`config.mk`:
```
export PLATFORM = sky130hd
export DESIGN_NAME = stopwatch_display
export DESIGN_NICKNAME = d
export VERILOG_FILES = /design/src/rtl/stopwatch_pkg.sv /design/src/rtl/stopwatch_seg_decode.sv /design/src/rtl/stopwatch_display.sv
export SDC_FILE = /design/constraint.sdc
export NUM_CORES = 1
export LEC_CHECK = 0
export ABC_AREA = 1
export CAP_MARGIN = 30
export CORE_MARGIN = 5
export CORE_UTILIZATION = 30
export CTS_BUF_LIST = sky130_fd_sc_hd__clkbuf_2
export CTS_CLUSTER_DIAMETER = 200
export DETAILED_ROUTE_END_ITERATION = 16
export DONT_BUFFER_PORTS = 1
export PLACE_DENSITY = 0.54
export REMOVE_ABC_BUFFERS = 1
export SLEW_MARGIN = 5
export SYNTH_ARGS = -nofsm -noshare
export SYNTH_HDL_FRONTEND = slang
export SYNTH_SLANG_ARGS = --single-unit
```
`constraint.sdc`:
```
create_clock -name clk -period 4.98 [get_ports clk]
set_input_delay 0.498 -clock clk [delete_from_list [all_inputs] [get_ports clk]]
set_output_delay 0.498 -clock clk [all_outputs]
set_load 0.05 [all_outputs]
```
`src/rtl/stopwatch_pkg.sv`:
```
// Shared constants for the stopwatch display: segment codes, digit positions
// and the binary-to-decimal digit helpers.
package stopwatch_pkg;

   localparam logic [6:0] SEG_0     = 7'h40;
   localparam logic [6:0] SEG_1     = 7'h79;
   localparam logic [6:0] SEG_2     = 7'h24;
   localparam logic [6:0] SEG_3     = 7'h30;
   localparam logic [6:0] SEG_4     = 7'h19;
   localparam logic [6:0] SEG_5     = 7'h12;
   localparam logic [6:0] SEG_6     = 7'h02;
   localparam logic [6:0] SEG_7     = 7'h78;
   localparam logic [6:0] SEG_8     = 7'h00;
   localparam logic [6:0] SEG_9     = 7'h10;
   localparam logic [6:0] SEG_DASH  = 7'h3F;
   localparam logic [6:0] SEG_BLANK = 7'h7F;

   localparam logic [1:0] DIGIT_SEC_ONES = 2'd0;
   localparam logic [1:0] DIGIT_SEC_TENS = 2'd1;
   localparam logic [1:0] DIGIT_MIN_ONES = 2'd2;
   localparam logic [1:0] DIGIT_MIN_TENS = 2'd3;

   localparam logic [5:0] MAX_VAL = 6'd59;

   localparam logic [3:0] CODE_DASH  = 4'd10;
   localparam logic [3:0] CODE_BLANK = 4'd11;

   // Out-of-range values render as dashes on both digits of the pair.
   function automatic logic [3:0] tensCode(input logic [5:0] v);
      logic [5:0] q;
      q = v / 6'd10;
      return (v > MAX_VAL) ? CODE_DASH : q[3:0];
   endfunction

   function automatic logic [3:0] onesCode(input logic [5:0] v);
      logic [5:0] r;
      r = v % 6'd10;
      return (v > MAX_VAL) ? CODE_DASH : r[3:0];
   endfunction

endpackage

```
`src/rtl/stopwatch_seg_decode.sv`:
```
// Digit code to active-low seven-segment pattern {g,f,e,d,c,b,a}.
// Codes 0-9 are decimal digits, 10 is a dash, anything else is blank.
module stopwatch_seg_decode
   import stopwatch_pkg::*;
(
   input  logic [3:0] code,
   output logic [6:0] segs
);

   always_comb begin
      segs = SEG_BLANK;
      case (code)
         4'd0:      segs = SEG_0;
         4'd1:      segs = SEG_1;
         4'd2:      segs = SEG_2;
         4'd3:      segs = SEG_3;
         4'd4:      segs = SEG_4;
         4'd5:      segs = SEG_5;
         4'd6:      segs = SEG_6;
         4'd7:      segs = SEG_7;
         4'd8:      segs = SEG_8;
         4'd9:      segs = SEG_9;
         CODE_DASH: segs = SEG_DASH;
         default:   segs = SEG_BLANK;
      endcase
   end

endmodule

```
`src/rtl/stopwatch_display.sv`:
```
// Four-digit multiplexed MM.SS display: frame-aligned snapshot of the time,
// digit scan, adjust-mode blinking and registered anode/segment outputs.
module stopwatch_display
   import stopwatch_pkg::*;
#(
   parameter int SCAN_DIV  = 100000,
   parameter int BLINK_DIV = 25000000
) (
   input  logic       clk,
   input  logic       btnR,
   input  logic [5:0] minutes,
   input  logic [5:0] seconds,
   input  logic       swADJ,
   input  logic       swSEL,
   output logic [3:0] an,
   output logic [7:0] seg
);

   localparam int SCAN_W  = $clog2(SCAN_DIV);
   localparam int BLINK_W = $clog2(BLINK_DIV);
   localparam logic [SCAN_W-1:0]  SCAN_LAST  = SCAN_W'(SCAN_DIV - 1);
   localparam logic [SCAN_W-1:0]  SCAN_ONE   = SCAN_W'(1);
   localparam logic [BLINK_W-1:0] BLINK_LAST = BLINK_W'(BLINK_DIV - 1);
   localparam logic [BLINK_W-1:0] BLINK_ONE  = BLINK_W'(1);

   logic [SCAN_W-1:0]  scanCnt;
   logic [1:0]         digitIdx;
   logic [BLINK_W-1:0] blinkCnt;
   logic               blinkOn;
   logic [5:0]         snapMin;
   logic [5:0]         snapSec;

   logic scanTick;
   logic frameTick;
   assign scanTick  = (scanCnt == SCAN_LAST);
   assign frameTick = scanTick && (digitIdx == DIGIT_MIN_TENS);

   always_ff @(posedge clk or posedge btnR) begin
      if (btnR) begin
         scanCnt  <= '0;
         digitIdx <= DIGIT_SEC_ONES;
      end else if (scanTick) begin
         scanCnt  <= '0;
         digitIdx <= digitIdx + 2'd1;
      end else begin
         scanCnt  <= scanCnt + SCAN_ONE;
      end
   end

   // Blink phase only runs in adjust mode; leaving adjust restarts it lit.
   always_ff @(posedge clk or posedge btnR) begin
      if (btnR) begin
         blinkCnt <= '0;
         blinkOn  <= 1'b1;
      end else if (!swADJ) begin
         blinkCnt <= '0;
         blinkOn  <= 1'b1;
      end else if (blinkCnt == BLINK_LAST) begin
         blinkCnt <= '0;
         blinkOn  <= ~blinkOn;
      end else begin
         blinkCnt <= blinkCnt + BLINK_ONE;
      end
   end

   // Loading only at the frame boundary keeps all four digits consistent.
   always_ff @(posedge clk or posedge btnR) begin
      if (btnR) begin
         snapMin <= '0;
         snapSec <= '0;
      end else if (frameTick) begin
         snapMin <= minutes;
         snapSec <= seconds;
      end
   end

   logic [5:0] pairVal;
   logic       blankNow;
   logic [3:0] digitCode;
   logic       dpNext;
   logic [6:0] segNext;

   always_comb begin
      pairVal   = digitIdx[1] ? snapMin : snapSec;
      blankNow  = swADJ && !blinkOn && (swSEL ? !digitIdx[1] : digitIdx[1]);
      digitCode = digitIdx[0] ? tensCode(pairVal) : onesCode(pairVal);
      if (blankNow) begin
         digitCode = CODE_BLANK;
      end
      dpNext = !((digitIdx == DIGIT_MIN_ONES) && !blankNow);
   end

   stopwatch_seg_decode uDecode (
      .code (digitCode),
      .segs (segNext)
   );

   always_ff @(posedge clk or posedge btnR) begin
      if (btnR) begin
         an  <= 4'b1110;
         seg <= 8'hC0;
      end else begin
         an  <= ~(4'b0001 << digitIdx);
         seg <= {dpNext, segNext};
      end
   end

endmodule
```
* Word-level counts from Yosys, hierarchy flattened
Memory sizes are Yosys's and may differ from the RTL's. A register that Yosys moved wholly into a read port is not among the register bits.
Cells that the tools add are included.
** Operators by class
- Shifts and indexed selects :: 1
- Magnitude comparators :: 1
- Bitwise logic cells :: 2
- Reduce and logical (&&, ||, !) cells :: 8
- Equal/unequal tests :: 5
- Mux-type cells :: 11
- Divide/modulo/power cells :: 2
- Add/subtract/negate cells :: 3
** Operator list (count)
- 25-bit two-way mux :: 2
- 25-bit by 1-bit adder with 25-bit output (second input constant) :: 1
- 25-bit == test (second input constant) :: 1
- 17-bit by 1-bit adder with 17-bit output (second input constant) :: 1
- 17-bit == test (second input constant) :: 1
- 17-bit two-way mux :: 1
- 4-bit two-way mux :: 4
- 6-bit by 4-bit divider with 6-bit output (second input constant) :: 1
- 6-bit > comparator (second input constant) :: 1
- 6-bit by 4-bit modulo with 6-bit output (second input constant) :: 1
- 6-bit two-way mux :: 1
- 2-bit == test (second input constant) :: 2
- 1-bit logical AND :: 4
- 1-bit zero test :: 4
- 4-bit inverter :: 1
- 1-bit by 2-bit << shifter with 4-bit output (first input constant) :: 1
- 1-bit two-way mux :: 3
- 2-bit by 1-bit adder with 2-bit output (second input constant) :: 1
- 2-bit by 1-bit != test with 1-bit output (second input constant) :: 1
- 1-bit inverter :: 1
** Word-level totals
- Output and inout bits :: 12
- Bits of input ports :: 16
- Memories kept :: 1
- Bits in read-only memories :: 112
- Flip-flop bits (word level) :: 69
- Word-level logic and storage cells :: 42
** Memory list
- (name not given) :: depth 16, width 7, read ports 1, clocked after Yosys merged registers in 1, write ports 0, RTL line stopwatch_seg_decode.sv:12 : case (code)

* Depth between registers and ports, before layout
Gate-level depths: netlist of run 1.
- Word-level depth :: 6
- Depth in mapped cells :: 23
- Depth with buffers taken out :: 23

* Cells and area by module
Synthesis of run 1 repeated with hierarchy kept, for this count alone.
** Unflattened totals
- Cell total of the unflattened synthesis :: 472
- Area, all modules :: 3973.8 um^2
** Modules (own cells, without submodules)
- stopwatch_display :: times used 1, area an instance 3749.8 um^2, seq. area each 1734.2 um^2, cells an instance 435
- stopwatch_seg_decode :: times used 1, area an instance 224.0 um^2, seq. area each 0.0 um^2, cells an instance 37

* Least setup slack after synthesis of run 1
OpenSTA, ideal clock, no wires.
- Path kind :: flip-flop to flip-flop
- Start point :: reg digitIdx[1]
- End point :: reg seg[2]
- Cell stages (with the launch flop) :: 23
- Setup slack :: 2.398 ns
- Buffers on the path :: 1
- Clock period less this slack :: 2.582 ns
- Arrival time :: 2.464 ns
- Required time :: 4.862 ns
- Cell sequence :: dfrtp_1 > buf_6 > nand2_2 > nand2_2 > inv_2 > ha_1 > inv_1 > nor2_1 > a21oi_2 > nand2_2 > nand2_2 > nand2_1 > nand2_1 > inv_1 > ha_1 > inv_1 > nor2_1 > o21ai_2 > o21ai_2 > a21oi_4 > inv_2 > nand2_4 > nand2_1
** On the way
- Longest elaborated chain between the ends :: 5
- Elaborated cells between the ends (all ways) :: 11
** RTL lines
- start, declared :: RTL line stopwatch_display.sv:27 : logic [1:0] digitIdx;
- start signal, assigned :: RTL line stopwatch_display.sv:44 : digitIdx <= digitIdx + 2'd1;
- 6-bit two-way mux :: RTL line stopwatch_display.sv:84 : pairVal = digitIdx[1] ? snapMin : snapSec;
- 6-bit by 4-bit modulo with 6-bit output (tied with other cells) :: RTL line stopwatch_pkg.sv:37 : r = v % 6'd10;
- 4-bit two-way mux (on tied branches) :: RTL line stopwatch_pkg.sv:38, stopwatch_pkg.sv:32
- 4-bit two-way mux :: RTL line stopwatch_display.sv:86 : digitCode = digitIdx[0] ? tensCode(pairVal) : onesCode(pairVal);
- 4-bit two-way mux * :: RTL line stopwatch_display.sv:87 : if (blankNow) begin
- end, declared :: RTL line stopwatch_display.sv:16 : output logic [7:0] seg
Every way passes the cells marked *; elsewhere a longest branch is shown, timed or not.
A chain may end at the register's enable or synchronous reset.

* Worst setup path in the final report of run 1
- Start point :: reg digitIdx[1]
- End point :: reg seg[1]
Same word-level chain as after synthesis.

==> run_results.csv, run 1 <==
group,metric,value,unit
power,vdd_ir_drop_max,108.4,µV
timing,post-route-period-util,0.6107,
logic_synthesis,synthesis.instances,450,
timing,worst_clock_skew_on_the_final_layout,24.99,ps
routing,routed_wl,7408,µm
worst_hold_path,depth_of_the_worst_hold_timing_path,1,
cells_and_area,post_route_cells_drive_above_1_share,0.1674,
timing,achievable-frequency,328.8,MHz
logic_synthesis,synth_top_flop_cell,"sky130_fd_sc_hd__dfrtp_1",
worst_hold_path,worstHoldPathType,"in2reg",
clocking,clkSlewWorstSetupHoldPaths,210,ps
worst_setup_path,critical_path_required,5460,ps
worst_setup_path,critPathKind,"reg2reg",
power,totalPowerFinal,1192,µW
cells_and_area,syn_to_final_growth,9.857,%
placement,dp_hpwl,5461,µm
timing,max-slew-margin-rel,0.5815,
routing,drt_pass1_iterations,5,
worst_setup_path,crit_fanout,14,
logic_synthesis,area_contributors_post_synth,"sky130_fd_sc_hd__dfrtp_1 (42%), sky130_fd_sc_hd__nand2_1 (8.4%), sky130_fd_sc_hd__inv_1 (6.9%), sky130_fd_sc_hd__dfstp_2 (4.2%), sky130_fd_sc_hd__nor2_1 (3.9%)",
logic_synthesis,top_cells_by_instance_count_after_synthesis,"sky130_fd_sc_hd__nand2_1 (84), sky130_fd_sc_hd__inv_1 (69), sky130_fd_sc_hd__dfrtp_1 (63)",
timing,slew_violations,0,
grt,initial_antenna_violation_count,2,
power,areal_power_density_over_the_cells,288.8,mW/mm²
clocking,tritoncts_num_sinks,69,
logic_synthesis,synth-edff-count,0,
clocking,clockRootBuffer,"sky130_fd_sc_hd__clkbuf_2",
placement,placer_s_final_routability_congestion_estimate,0.8183,
timing,unrepaired_setup_endpoints_after_global_routing,"no",
logic_synthesis,postSynth.asyncResetShare,1.000,
worst_setup_path,cp-end-kind,"flop",
cells_and_area,finish.utilization,0.3394,
cells_and_area,final_cell_area,0.004128,mm²
logic_synthesis,syn_avg_cell_area,8.350,µm²
die,design.core.area,0.01216,mm²
worst_setup_path,crit_cells,13,
routing,drcViolationCount,0,
run_status,outcome,"complete, no violations",
logic_synthesis,synth.distinct_cells,39,
clocking,tritoncts,"yes",
timing,hold_viol_final,0,
logic_synthesis,yosysTopAreaCellShare,0.4196,
cells_and_area,layout.cells.non_filler,635,
grt,grt.overflow.total,0,
cells_and_area,design.final.nets,488,
logic_synthesis,synth_area_leader_cell,"sky130_fd_sc_hd__dfrtp_1",
routing,detail_route.iter0.violations,123,
die,dieHeight,121.9,µm
die,placementRows,40,
grt,first_global_vias,2728,
clocking,clock_insertion_delay_worst_skew,510,ps
clocking,ctsLongestPathBuffers,2,
worst_setup_path,worst_path_dominant_cell_family,"simple AND/OR/NAND/NOR gates",
worst_setup_path,critical_path.cell_chain,"inv_2, nand2_1, nand2_2, ha_1, inv_1, nor2_1, a21oi_2, o21ai_1, nand3_1, a21oi_4, ha_1, or2_0, nand2_1",
logic_synthesis,synth_most_common_cell,"sky130_fd_sc_hd__nand2_1",
placement,port_buffers,0,
placement,inst_count_dp,615,
routing,wl_per_cell,11.67,µm
routing,antenna_left,0,
power,power_leakage,0.001871,µW
worst_setup_path,ff2ff_setup_slack,1940,ps
logic_synthesis,synthesis.area,0.003757,mm²
worst_setup_path,critPathLaunchType,"flop",
logic_synthesis,ys_ff_latch,69,
flow_run,cap_violations,0,
logic_synthesis,synth_seq_area_share,0.4615,
grt,globalRouteTotalUtil,0.1080,
logic_synthesis,synthesis.yosys.warnings,0,
worst_setup_path,timing.critical_path.buf_inv,2,
worst_setup_path,worst-r2r-cell-count,13,
clocking,cts_buf_count,9,
clocking,cts_max_level,3,
placement,post_dp_cell_area,0.003953,mm²
timing,post-route-min-period,3041,ps
grt,grt_start_max_net_pins,70,
timing,setup_viol,0,
die,floorplan.initialDensity,0.3090,
timing,fin_tns_setup,0,ps
routing,num_vias,2864,
timing,worst_pin_slew,610.4,ps
routing,via_per_inst,4.510,
worst_setup_path,cp_slowest_stage_delay,730,ps
die,pin_count,28,
worst_setup_path,worst-endpoint-arrival,3520,ps
die,dieWidth,121.9,µm
die,design.die.area,0.01486,mm²
grt,grt_pass1_wl,12830,µm
worst_setup_path,worst_path_max_delay_cell,"sky130_fd_sc_hd__dfrtp_1",
[per-stage QoR]
step	hold WS [ps]	worst slack, ps
floorplan	432.9	2266
CTS	58.92	1940
global placement	448.0	2079
detailed placement	461.8	1948
finish	121.4	1939
global route	57.51	1633
[power by group]
group,total [µW],internal (µW),switching (µW)
combinational,141,49.0,91.9
clock,376,163,213
sequential,675,591,84.8
total,1190,802,390
[metal layers]
metal	wire length, µm	part of all wire	vias to the layer above	GRT usage
met4	135	0.018	2	0.04202
li1	-	-	1478	-
met3	464	0.063	11	0.03946
met2	3076	0.42	51	0.1554
met1	3723	0.50	1322	0.1471
met5	7	0.00094	-	0
[state kept, by name, summed over array words and instances (netlist names)]
name      count
blinkCnt     25
scanCnt      17
seg           8
snapMin       6
snapSec       6
an            4
digitIdx      2
blinkOn       1
[kinds of logic (layout without fill, tap and decap cells)]
kind of cell             count (synthesis)  count (layout)  share of synthesized area
AND/OR/NAND/NOR                        210             210                     0.2724
multiplexers                            13              13                    0.03863
flip-flops                              69              69                     0.4615
buffers and inverters                   81              97                    0.08358
adder cells (fa/ha/maj)                 11              11                    0.03663
other                                    0               1                          0
AO/OA/AOI/OAI                           61              61                    0.09557
XOR/XNOR                                 5               5                    0.01165
[final cells by class]
cell class              instances  area (µm²)
diodes                          1       2.502
clock buffers                   9       45.04
clock inverters                 7       90.09
fillers                      1267        8034
inverters                      77       291.5
multi-input cells             300        1709
flip-flops and latches         69        1734
well taps                     168       210.2
repair buffers                  4       45.04
[what timing repair did]
item,4_1_cts,5_1_grt
endpoints found under the hold margin,0,26
setup buffers,0,0
resized for setup,0,0
hold buffers,0,1
[cell usage in the layout, fill, tap and decap left out, drive strengths merged]
master,Yosys,layout
buf,1,3
o21ai,27,27
clkinv,1,4
xor2,4,4
or2,3,3
a21o,1,1
a21oi,28,28
nor3,18,18
o21a,1,1
nor2,40,40
ha,11,11
dfstp,6,6
nor3b,1,1
o21bai,1,1
nand3,25,25
nand2,102,102
a31oi,3,3
and3,2,2
dfrtp,63,63
mux2i,1,1
nor4,9,9
mux2,12,12
clkbuf,3,9
nand4,10,10
diode,0,1
inv,76,76
clkinvlp,0,2
bufinv,0,2
dlygate4sd3,0,1
xnor2,1,1
[worst paths after layout]
check	startpoint	endpoint
setup / recovery	digitIdx[1]	seg[1]
hold / removal	seconds[3]	snapSec[3]
setup reg to reg	digitIdx[1]	seg[1]
hold reg to reg	blinkCnt[0]	blinkCnt[0]
max in group asynchronous	btnR	blinkOn
min in group asynchronous	btnR	seg[0]
(Power assumes the default switching activity.)
==> inputs of run 2 (changes only) <==
Clock period 4.98 ns to 3.14 ns, I/O delays scaled along.
==> run_results.csv, run 2 (same netlist as run 1, synthesis figures left out) <==
group,metric,value,unit
run_status,outcome,"complete, no violations",
cells_and_area,max_ffs_per_register,25,
clocking,clock_insertion_delay_worst_skew,540,ps
grt,grt_use_met2,0.1485,
clocking,cts_max_level,3,
worst_setup_path,cpMostUsedCell,"sky130_fd_sc_hd__nand2_1",
worst_setup_path,worst_path_max_delay_cell,"sky130_fd_sc_hd__dfrtp_2",
routing,detail_route.iter0.violations,188,
cells_and_area,final_cell_mix,"sky130_fd_sc_hd__nand2_1 (84), sky130_fd_sc_hd__inv_1 (68), sky130_fd_sc_hd__dfrtp_1 (62)",
worst_setup_path,cp_slowest_stage_delay,440,ps
worst_setup_path,worst_path_dominant_cell_family,"simple AND/OR/NAND/NOR gates",
power,vdd_ir_drop_max,197.9,µV
placement,port_buffers,0,
routing,antenna_left,0,
timing,timing.hold.ws,187.3,ps
die,floorplan.initialDensity,0.3090,
timing,max-slew-margin-rel,0.5936,
die,placementRows,40,
routing,wl_per_cell,11.34,µm
worst_setup_path,cp-end-kind,"flop",
timing,worst_clock_skew_on_the_final_layout,48.86,ps
worst_setup_path,timing.critical_path.buf_inv,6,
timing,unrepaired_setup_endpoints_after_global_routing,"no",
worst_setup_path,worst-r2r-cell-count,22,
placement,placer_s_final_routability_congestion_estimate,0.8397,
worst_setup_path,critPathLaunchType,"flop",
cells_and_area,largest_register,"blinkCnt",
clocking,clockRootBuffer,"sky130_fd_sc_hd__clkbuf_2",
power,areal_power_density_over_the_cells,426.3,mW/mm²
worst_setup_path,ff2ff_setup_slack,390,ps
die,dieHeight,121.9,µm
routing,drcViolationCount,0,
grt,first_global_vias,2721,
routing,via_per_inst,4.431,
die,pin_count,28,
worst_setup_path,critPathKind,"reg2reg",
clocking,cts_buf_count,9,
cells_and_area,post_route_cells_drive_above_1_share,0.1732,
power,power_leakage,0.001951,µW
clocking,tritoncts,"yes",
timing,post-route-min-period,2754,ps
timing,fin_tns_setup,0,ps
grt,globalRouteTotalUtil,0.1087,
die,dieWidth,121.9,µm
grt,grt.overflow.total,0,
timing,worst_pin_slew,592.6,ps
clocking,clkSlewWorstSetupHoldPaths,190,ps
grt,globalRouteMet1Util,0.1554,
timing,hold_viol_final,0,
routing,num_vias,2898,
worst_hold_path,worstHoldPathType,"in2async",
worst_setup_path,crit_fanout,9,
worst_setup_path,crit_cells,22,
grt,global_route.usage.met3,0.03064,
die,design.core.area,0.01216,mm²
worst_setup_path,critical_path_required,3560,ps
die,design.die.area,0.01486,mm²
grt,grt-busiest-layer,"met1",
cells_and_area,design.final.nets,507,
routing,routed_wl,7418,µm
timing,achievable-frequency,363.1,MHz
timing,slew_violations,0,
grt,initial_antenna_violation_count,1,
timing,setup_viol,0,
worst_setup_path,worst-endpoint-arrival,3180,ps
cells_and_area,layout.cells.most_common,"sky130_fd_sc_hd__nand2_1",
worst_setup_path,critical_path.cell_chain,"inv_2, nand2_1, nand2_2, inv_2, ha_1, inv_1, nor2_1, a21oi_2, nand2_2, nand2_2, nand2_1, nand2_1, inv_1, ha_1, inv_1, nor2_1, o21ai_2, o21ai_2, a21oi_4, inv_2, nand2_4, nand2_1",
grt,grt_pass1_wl,12860,µm
routing,drt_pass1_iterations,4,
flow_run,cap_violations,0,
cells_and_area,top_regs,"blinkCnt (25), scanCnt (17), seg (8)",
grt,grt_start_max_net_pins,34,
clocking,ctsLongestPathBuffers,2,
placement,dp_hpwl,5695,µm
cells_and_area,syn_to_final_growth,13.72,%
timing,post-route-period-util,0.8770,
clocking,tritoncts_num_sinks,69,
==> run 2: changes by cell type in the layout (fill, tap and decap cells not counted) <==
cell                            change
sky130_fd_sc_hd__bufinv_16          -1
sky130_fd_sc_hd__buf_4              +6
sky130_fd_sc_hd__clkinvlp_4         -2
sky130_fd_sc_hd__dlygate4sd3_1     +13
sky130_fd_sc_hd__clkinv_1           +1
sky130_fd_sc_hd__dfrtp_1            -1
sky130_fd_sc_hd__dfrtp_2            +1
sky130_fd_sc_hd__clkinv_2           -2
sky130_fd_sc_hd__clkbuf_2           +4
==> run 2: worst paths after layout <==
check	start	endpoint
min in group clk	swADJ	seg[7]
min	btnR	blinkCnt[4]
min reg2reg	blinkCnt[24]	blinkCnt[24]
max in group asynchronous	btnR	an[1]
max reg2reg	digitIdx[1]	seg[1]
max	digitIdx[1]	seg[1]
==> run 2: metrics by stage <==
stage                     cell area [µm²]  power (µW)  std cells  setup slack (ps)  utilization
after floorplan                      3735        1267        446             426.1            -
after global placement               3990        1315        620             349.6       0.3281
after detailed placement             4010        1322        621             233.0       0.3297
after CTS                            4254        1853        651             240.6       0.3498
after global routing                 4273        1934        654             95.13       0.3513
final                                4273        1822        654             386.2       0.3513
==> run 2: power breakdown <==
group          internal (µW)  switching [µW]  total, µW
logic                   90.0             150        240
clock network            194             312        506
registers                936             139       1080
==> run 2: layout make-up <==
| cell class | count | area (µm²) |
|---|---|---|
| clock buffers | 13 | 65.06 |
| multi-input cells | 300 | 1709 |
| flip-flops and latches | 69 | 1735 |
| well taps | 168 | 210.2 |
| diodes | 1 | 2.502 |
| clock inverters | 3 | 38.79 |
| inverters | 77 | 291.5 |
| repair buffers | 23 | 220.2 |
| fillers | 1241 | 7889 |
==> run 2: repair_timing <==
| action | CTS | global route |
|---|---|---|
| gates resized for setup | 0 | 1 |
| hold buffers | 14 | 0 |
| setup buffers | 0 | 2 |
| hold endpoints to repair | 57 | 0 |
| endpoints found under the setup margin | 0 | 6 |
==> run 2: routing by layer <==
metal	part of all wire	vias up
li1	-	1514
met1	0.53	1324
met2	0.41	46
met3	0.038	14
met4	0.023	0
met5	0	-
==> inputs of run 3 (changes only) <==
Settings changed: SYNTH_HIERARCHICAL from default to 1.
==> run_results.csv, run 3 <==
group,metric,value,unit
worst_setup_path,ff2ff_setup_slack,310,ps
cells_and_area,largest_register,"blinkCnt",
cells_and_area,register_area,0.001734,mm²
routing,routed_wl,8004,µm
logic_synthesis,synth.distinct_cells,43,
routing,detail_route.iter0.violations,124,
clocking,tritoncts_num_sinks,69,
worst_setup_path,cp-end-kind,"flop",
clocking,post-cts-setup-buffers,0,
timing,max-slew-margin-rel,0.6385,
flow_run,cap_violations,0,
die,dieWidth,125.1,µm
grt,grt.overflow.total,0,
worst_setup_path,worst-endpoint-arrival,3290,ps
logic_synthesis,area_contributors_post_synth,"sky130_fd_sc_hd__dfrtp_1 (40%), sky130_fd_sc_hd__nand2_1 (7.5%), sky130_fd_sc_hd__inv_1 (7.3%), sky130_fd_sc_hd__nor2_1 (4.2%), sky130_fd_sc_hd__ha_1 (4.1%)",
grt,first_global_vias,2986,
power,areal_power_density_over_the_cells,397.0,mW/mm²
clocking,cts_max_level,3,
timing,hold_viol_final,0,
cells_and_area,post_route_cells_drive_above_1_share,0.1892,
worst_setup_path,crit_fanout,12,
logic_synthesis,synth_top_flop_cell,"sky130_fd_sc_hd__dfrtp_1",
grt,grt_pass1_wl,14180,µm
die,dieHeight,125.1,µm
worst_hold_path,worstHoldPathType,"in2reg",
timing,slew_violations,0,
cells_and_area,layout.cells.most_common,"sky130_fd_sc_hd__nand2_1",
timing,post-route-period-util,0.9006,
worst_setup_path,worst_path_max_delay_cell,"sky130_fd_sc_hd__dfrtp_1",
cells_and_area,finish.utilization,0.3369,
clocking,cts_buf_count,9,
die,floorplan.initialDensity,0.3025,
die,placementRows,42,
power,switchingPower,629.1,µW
power,sequentialPowerShare,0.609,
routing,antenna_left,0,
power,power_leakage,0.002077,µW
timing,fin_tns_setup,0,ps
clocking,clkSlewWorstSetupHoldPaths,190,ps
logic_synthesis,yosysTopAreaCellShare,0.3967,
timing,post-route-min-period,2828,ps
logic_synthesis,ys_ff_latch,69,
worst_setup_path,critical_path_required,3600,ps
cells_and_area,max_ffs_per_register,25,
die,design.core.area,0.01314,mm²
run_status,outcome,"complete, no violations",
logic_synthesis,synthesis.yosys.warnings,6,
clocking,tritoncts,"yes",
worst_setup_path,critical_path.cell_chain,"buf_4, nand2_4, nand2_4, inv_2, ha_1, nor2_1, a21oi_4, nand2_1, nand3_1, nand2_2, nand2_2, nand2_4, nand2_4, nand2_1, nand3_1, nand2_1, inv_1, ha_1, nand2_1, nand3_1, nand2_1",
routing,drcViolationCount,0,
placement,port_buffers,0,
power,power_switching_share,0.3581,
routing,num_vias,3010,
cells_and_area,design.final.nets,526,
clocking,clockRootBuffer,"sky130_fd_sc_hd__clkbuf_2",
grt,globalRouteTotalUtil,0.1100,
cells_and_area,number_of_filler_instances_in_the_final_layout,1402,
clocking,ctsResizeCount,0,
timing,worst_pin_slew,536.6,ps
routing,via_per_inst,4.433,
power,clkPwrFrac,0.257,
timing,setup_viol,0,
placement,placer_s_final_routability_congestion_estimate,0.8146,
logic_synthesis,synthesis.instances,472,
placement,dp_hpwl,6151,µm
logic_synthesis,synthesis.area,0.003974,mm²
timing,achievable-frequency,353.6,MHz
die,design.die.area,0.01565,mm²
cells_and_area,syn_to_final_growth,11.37,%
worst_setup_path,critPathKind,"reg2reg",
cells_and_area,area_occupied_by_multi_input_gates,0.001871,mm²
grt,grt_start_max_net_pins,26,
grt,initial_antenna_violation_count,1,
logic_synthesis,synth-edff-count,0,
power,internal_power,1128,µW
cells_and_area,final_cell_mix,"sky130_fd_sc_hd__nand2_1 (79), sky130_fd_sc_hd__inv_1 (76), sky130_fd_sc_hd__dfrtp_1 (63)",
routing,drt_pass1_iterations,4,
logic_synthesis,synth_seq_area_share,0.4364,
worst_setup_path,cp_slowest_stage_delay,390,ps
logic_synthesis,postSynth.asyncResetShare,1.000,
timing,worst_clock_skew_on_the_final_layout,34.08,ps
logic_synthesis,top_cells_by_instance_count_after_synthesis,"sky130_fd_sc_hd__nand2_1 (79), sky130_fd_sc_hd__inv_1 (77), sky130_fd_sc_hd__dfrtp_1 (63)",
clocking,ctsLongestPathBuffers,2,
routing,wl_per_cell,11.79,µm
worst_setup_path,cpMostUsedCell,"sky130_fd_sc_hd__nand2_1",
power,power_frac_comb,0.134,
logic_synthesis,synth_most_common_cell,"sky130_fd_sc_hd__nand2_1",
clocking,clock_insertion_delay_worst_skew,560,ps
power,vdd_ir_drop_max,133.9,µV
logic_synthesis,synth_area_leader_cell,"sky130_fd_sc_hd__dfrtp_1",
timing,unrepaired_setup_endpoints_after_global_routing,"no",
worst_setup_path,critPathLaunchType,"flop",
die,pin_count,28,
clocking,cts_hold_buffers,14,
logic_synthesis,syn_avg_cell_area,8.419,µm²
cells_and_area,top_regs,"blinkCnt (25), scanCnt (17), seg (8)",
run 3: cell count changes after synthesis, moves of 5 or more:
cell,delta
sky130_fd_sc_hd__mux2_2,-10
sky130_fd_sc_hd__mux2_4,+10
sky130_fd_sc_hd__inv_1,+8
sky130_fd_sc_hd__nand2_2,+7
sky130_fd_sc_hd__nand2_1,-5
sky130_fd_sc_hd__nand3_2,+5
sky130_fd_sc_hd__nor2_1,+5
sky130_fd_sc_hd__nor3_1,-5
sky130_fd_sc_hd__nor4_1,-5
run 3: power groups by stage:
stage | logic (µW) | registers [µW] | clock network, µW
after floorplan | 184 | 1080 | 0
after global placement | 217 | 1090 | 0
after detailed placement | 224 | 1090 | 0
after CTS | 240 | 1070 | 482
after global routing | 272 | 1080 | 531
final | 235 | 1070 | 452
run 3: layout make-up:
cell class	count	area share
clock buffers	9	0.01018
clock inverters	7	0.01103
repair buffers	18	0.03930
multi-input cells	312	0.4227
flip-flops and latches	69	0.3919
diodes	1	0.0005655
well taps	176	0.04976
inverters	87	0.07464
run 3: metal layers:
layer | vias to the layer above | GRT usage | wire, µm
met5 | - | 0 | 0
met1 | 1397 | 0.1495 | 4021
met3 | 5 | 0.04520 | 398
met4 | 0 | 0.03635 | 69
met2 | 49 | 0.1591 | 3515
li1 | 1559 | - | -
run 3: logic make-up after synthesis:
| group | count (synthesis) | synth area share |
|---|---|---|
| flip-flops | 69 | 0.4364 |
| AO/OA/AOI/OAI | 65 | 0.09635 |
| adder cells (fa/ha/maj) | 13 | 0.04093 |
| buffers and inverters | 91 | 0.09288 |
| multiplexers | 12 | 0.04345 |
| AND/OR/NAND/NOR | 220 | 0.2856 |
| XOR/XNOR | 2 | 0.004409 |
run 3: stage by stage:
step	power [µW]	instance area [µm²]	std cells	setup WS, ps	hold slack [ps]
CTS	1793	4423	678	287.8	50.96
finish	1757	4425	679	312.1	96.77
global route	1878	4425	679	79.23	48.51
detailed placement	1312	4189	648	292.4	272.2
global placement	1303	4178	647	372.8	265.8
floorplan	1262	3935	468	223.2	430.2
run 3: worst max-delay path: cells and delay by family (launching register included):
kind	cells	cell delay, ps
simple gates	15	1340
compound gates	1	60
flops	1	390
buf+inv	3	410
fa+ha+maj	2	550
run 3: path summary, 6_finish.rpt:
kind                        startpoint     endpoint  cells past startpoint
hold / removal                   swSEL       seg[7]                      4
setup reg to reg           digitIdx[1]       seg[3]                     21
hold reg to reg             scanCnt[0]   scanCnt[0]                      1
max in group asynchronous         btnR        an[2]                      3
min in group asynchronous         btnR  scanCnt[15]                      2
setup / recovery           digitIdx[1]       seg[3]                     21
